### config.mk
export PLATFORM = sky130hd
export DESIGN_NAME = mano_reg_ar_flat
export DESIGN_NICKNAME = d
export VERILOG_FILES = /design/src/rtl/mano_reg_ar_if.sv /design/src/rtl/mano_reg_ar.sv /design/src/flat_wrapper.sv
export SDC_FILE = /design/constraint.sdc
export NUM_CORES = 1
export LEC_CHECK = 0
export BUFFER_PORTS_ARGS = -buffer_cell sky130_fd_sc_hd__buf_4
export CELL_PAD_IN_SITES_DETAIL_PLACEMENT = 0
export CELL_PAD_IN_SITES_GLOBAL_PLACEMENT = 2
export CORE_AREA = 10 10 77 79
export DETAILED_ROUTE_END_ITERATION = 10
export DIE_AREA = 0 0 87 89
export PLACE_DENSITY_LB_ADDON = 0.1
export SLEW_MARGIN = 25
export SYNTH_ARGS = -nofsm -noshare
export SYNTH_HDL_FRONTEND = slang
export SYNTH_SLANG_ARGS = --single-unit
### constraint.sdc
create_clock -name CLK -period 2.7 [get_ports CLK]
set_input_delay 0.54 -clock CLK [delete_from_list [all_inputs] [get_ports CLK]]
set_output_delay 0.54 -clock CLK [all_outputs]
set_load 0.01 [all_outputs]
### src/rtl/mano_reg_ar_if.sv
// Bus bundle for the Mano-style address register.
// The controller drives the selects and data; the register returns AR.
interface mano_reg_ar_if;
    logic [15:0] IN_IR;
    logic [15:0] IN;
    logic [2:0]  t;
    logic [15:0] Q_AR;

    modport master (
        output IN_IR,
        output IN,
        output t,
        input  Q_AR
    );

    modport slave (
        input  IN_IR,
        input  IN,
        input  t,
        output Q_AR
    );
endinterface

### src/rtl/mano_reg_ar.sv
// 12-bit address register (AR) of the Mano basic computer.
// Loads from PC/bus or IR address, increments, or holds; output zero-extended.
module mano_reg_ar (
    input  logic           CLK,
    input  logic           RST_N,
    mano_reg_ar_if.slave   bus
);

    typedef enum logic [2:0] {
        OP_FETCH  = 3'b000,
        OP_DECODE = 3'b010,
        OP_BUS    = 3'b011,
        OP_INC    = 3'b100
    } ar_op_e;

    logic [11:0] ar_q;
    logic [11:0] ar_d;

    // Upper nibbles of both sources are address-irrelevant by design.
    logic [7:0] unused_upper;
    assign unused_upper = {bus.IN_IR[15:12], bus.IN[15:12]};

    // Only one operation per cycle; X/Z or unassigned codes fall to hold.
    always_comb begin
        // NOTE: default assigned first so every path drives ar_d -> no latch.
        ar_d = ar_q;
        case (bus.t)
            OP_FETCH:  ar_d = bus.IN[11:0];
            OP_DECODE: ar_d = bus.IN_IR[11:0];
            OP_BUS:    ar_d = bus.IN[11:0];
            OP_INC:    ar_d = ar_q + 12'd1;
            default:   ar_d = ar_q;
        endcase
    end

    always_ff @(posedge CLK or negedge RST_N) begin
        if (!RST_N) begin
            ar_q <= 12'h000;
        end else begin
            // NOTE: non-blocking so the register samples the pre-edge value.
            ar_q <= ar_d;
        end
    end

    assign bus.Q_AR = {4'h0, ar_q};

endmodule

### src/flat_wrapper.sv
// flat-port wrapper written by rule: the top's interface ports become plain ports
module mano_reg_ar_flat 
  (CLK, RST_N, bus_IN_IR, bus_IN, bus_t, bus_Q_AR);
  mano_reg_ar_if bus_i ();
  input  logic CLK;
  input  logic RST_N;
  input wire logic [$bits(bus_i.IN_IR)-1:0] bus_IN_IR;
  input wire logic [$bits(bus_i.IN)-1:0] bus_IN;
  input wire logic [$bits(bus_i.t)-1:0] bus_t;
  output wire logic [$bits(bus_i.Q_AR)-1:0] bus_Q_AR;
  assign bus_i.IN_IR = bus_IN_IR;
  assign bus_i.IN = bus_IN;
  assign bus_i.t = bus_t;
  assign bus_Q_AR = bus_i.Q_AR;
  mano_reg_ar u_core (.CLK(CLK), .RST_N(RST_N), .bus(bus_i));
endmodule
# After elaboration in Yosys (flattened, before gate mapping)
# Cells that the tools add are included.
totals:
  regBits: 12
  input_bits: 37
  output_inout_bits: 16
  word_cells: 9
classes:
  n_addsub: 1
  eq_ne: 3
  n_mux: 1
  reduce_logical: 3
ops:
  columns: ["operator", "n"]
  rows:
  - ["one-hot mux 12 bit (3 select lines)", 1]
  - ["adder 12 x 1 -> 12 bit (second input constant)", 1]
  - ["== test 3 x 2 -> 1 bit (second input constant)", 2]
  - ["== test 3 bit (second input constant)", 1]
  - ["logical NOT 3 bit", 1]
  - ["nonzero test 3 bit", 1]
  - ["OR reduction 2 bit", 1]

# Longest topological paths before layout
logic_depth:
  word_depth: 3
  ltp_mapped: 6
  depth_no_buf: 5

# Least setup slack after synthesis
# No wires, ideal clock.
synth_path:
  path_kind: "in2reg"
  start: "in bus_t[0]"
  end: "reg u_core.ar_q[3]"
  setup_time_ns: 0.064
  arrival_time_ns: 1.562
  required_time_ns: 2.636
  setup_slack_ns: 1.073
  path_stages: 5
  n_path_buf: 1
  path_cell_list: "buf_4 > mux2_4 > or3_1 > a31oi_1 > a21o_1"
synth_between:
  elab_chain_len: 3
  elab_cells_between_ends: 7
  classes_between: "eq/ne (3); mux (1); reduce/logical (3)"
synth_lines:
  columns: ["item", "line", "text"]
  rows:
  - ["start, declared", "flat_wrapper.sv:9", "input wire logic [$bits(bus_i.t)-1:0] bus_t;"]
  - ["== test 3 x 2 -> 1 bit / logical NOT 3 bit (equally long branches)", "mano_reg_ar.sv:27", "case (bus.t)"]
  - ["OR reduction 2 bit (no line)", null, null]
  - ["one-hot mux 12 bit (3 select lines) / nonzero test 3 bit (equally long branches)", null, null]
  - ["end signal, assigned", "mano_reg_ar.sv:41", "ar_q <= ar_d;"]
  - ["end, declared", "mano_reg_ar.sv:16", "logic [11:0] ar_q;"]
# Several ways; a longest one is shown, not always the timed one.
# A chain may end at the register's enable or synchronous reset.

# Worst setup path after layout
layout_path:
  start: "reg u_core.ar_q[1]"
  end: "reg u_core.ar_q[8]"
layout_between:
  elab_chain_len: 2
layout_lines:
  columns: ["item", "line", "text"]
  rows:
  - ["adder 12 x 1 -> 12 bit", "mano_reg_ar.sv:31", "OP_INC: ar_d = ar_q + 12'd1;"]
  - ["one-hot mux 12 bit (3 select lines)", "mano_reg_ar.sv:27", null]
# No other way between the ends.

==> flow_summary.toml <==
[timing]
fin_crit_sh_pct = 67.27
worst_clock_skew_ps = 6.507
fin_crit_ps = 1816
max_clock_freq_ghz = 0.5506
setup_viol = 0
rsz0062_at_grt = "no"
finalHoldViolations = 0
drv_slew = 0
finalWorstSetupSlack_ps = 883.8
setup-tns-final_ps = 0

[global_route]
overflow = 0
grt_antenna_before_repair = 0
grt_first_pass_wirelength_um = 6161
track_usage_pct = 9.872
grt_max_degree = 33
first_global_vias = 1242

[cts]
clock_sinks = 12
htreeDepth = 1
cts.path.max_buffers = 2
cts_root_buf = "clkbuf_8"
cts_setup_buffers = 0
cts_tree = "yes"
cts_buffers = 3
post_cts_resized = 0
post_cts_hold_buffer_count = 0
path_clk_slew_ps = 60
clock_latency_ps = 250

[critical_path]
r2r-start = "u_core.ar_q[1]$_DFFE_PN0P_"
startpoint = "u_core.ar_q[1]$_DFFE_PN0P_"
arrival_ps = 1990
crit_type = "reg -> reg"
crit_fanout = 7
cp.required_ps = 2870
crit_path_end_kind = "register"
cp-start-kind = "register"

[yosys]
ys_seq_elements = 12
syn_avg_cell_area_um2 = 7.968
synth_top_area_cell = "dfrtp_1"
synthTopCellsByArea = "dfrtp_1 26%, mux2i_1 5.2%, buf_4 4.6%"
synth_cell_types = 46
synth_common_cells = "12 x dfrtp_1, 12 x nor2_1, 10 x nand2_1, 8 x a21oi_1"
synth.yosys.seq_area_share_pct = 26.17
synth_edf_count = 0
ys_warn_count = 0
syn_area_um2 = 1147
synthArstFlopShare_pct = 100.0
synth_cells = 144
yosys.area.top_type_share_pct = 26.17
synth-main-ff-cell = "dfrtp_1"

[route]
ant_nets = 0
routedWlPerCell_um = 16.36
first_iter_violations = 55
vias = 1224
drt_pass1_iterations = 4
drc = 0
totalWireLength_um = 3811
vias_per_cell = 5.253

[floorplan]
ioPinCount = 53
design.core.area_um2 = 4536
die_height_um = 89
rows = 25
initial_core_util_pct = 25.30
fp.dieW_um = 87
die-area_um2 = 7743

[status]
status = "finished clean"

[power]
peakVddDrop_mv = 0.1353
powerDensity_nw_per_um2 = 490.1
p_leak_nw = 0.6741

[final_layout]
drive_gt1_share_pct = 28.49
fin_nets = 218
largest-register = "u_core.ar_q"
instances_no_fill = 233
area_growth_syn_to_layout_pct = 30.86
largest_reg_flops = 12
reg_top3 = "u_core.ar_q x12"
diodes = 0
finish.utilization_pct = 33.10

[hold_path]
hold_class = "in -> async"

[flow_run]
drv_cap = 0

[place]
dp_hpwl_um = 2839
gp_congestion = 0.7766
pre_cts_ws_ps = 783.7
placedCellCount = 229
port-buffer-count = 40
## logic make-up after synthesis
logic type / count (synthesis) / synth area share (%)
other: 1 / 0.3268
adders and majority gates: 1 / 1.090
DFF: 12 / 26.17
muxes: 11 / 10.47
AOI/OAI and AO/OA: 49 / 30.10
buffers and inverters: 20 / 9.924
and+or+nand+nor: 50 / 21.92
## power by group
part	internal, W	total [W]	switching, W	leakage (nW)
combinational	0.000136	0.000272	0.000136	0.508
clock	0.000129	0.000206	0.0000766	0.0288
sequential	0.000211	0.000258	0.0000475	0.137
total	0.000476	0.000736	0.000260	0.674
## layer usage
metal	GRT usage [%]	vias to the layer above	share of wire (%)
met2	16.59	45	46
met1	11.44	571	45
met3	2.917	7	7.5
met5	0	-	0
met4	3.976	0	1.9
li1	-	601	-
## worst max-delay path: stages, from the launching register on
cell     delay, ps
dfrtp_1        450
ha_1           290
nand3_1        260
o31a_1         350
o31a_1         270
a21oi_1        110
## final timing paths
path                            slack [ps]  cells past startpoint                           to
min in group CLK                       570                      1   u_core.ar_q[6]$_DFFE_PN0P_
max in group asynchronous             2400                      1  u_core.ar_q[11]$_DFFE_PN0P_
worst max register to register         880                      5   u_core.ar_q[8]$_DFFE_PN0P_
worst min register to register         570                      1   u_core.ar_q[6]$_DFFE_PN0P_
worst max-delay path                   880                      5   u_core.ar_q[8]$_DFFE_PN0P_
worst min-delay path                   130                      1   u_core.ar_q[5]$_DFFE_PN0P_
## metrics by stage
| step | cell area [um^2] | power (W) | hold slack [ps] |
|---|---|---|---|
| global placement | 1446 | 0.0005313 | 401.0 |
| global route | 1501 | 0.0007898 | 132.1 |
| CTS | 1501 | 0.0007462 | 129.2 |
| detailed placement | 1446 | 0.0005362 | 398.5 |
| floorplan | 1159 | 0.0004182 | 244.4 |
| finish | 1501 | 0.0007358 | 127.0 |
## cell type report
type                       count  area, um^2
tap                           54       67.56
inverter                       7       26.28
multi-input combinational    115       744.5
timing repair buffer          41       307.8
fill                         491        3034
clock buffer                   4       55.05
sequential                    12       300.3
## cells in the final DEF, fill, tap and decap left out, types with 2 or more instances in the layout
master      n
a211oi_1    2
a21o_1      2
a21oi_1     8
a221oi_1    2
a22oi_1     6
a2bb2oi_1   2
a31oi_1     3
buf_4      41
clkbuf_8    4
conb_1      4
dfrtp_1    12
inv_1       7
mux2_2      4
mux2i_1     6
nand2_1    10
nand2b_1    6
nand3_1     5
nor2_1     12
nor2b_1     2
nor3_1      5
nor4_1      3
o21ai_0     7
o22ai_1     3
o31a_1      2
or3_1       2
Note: power is estimated with default switching activity, not from simulation.
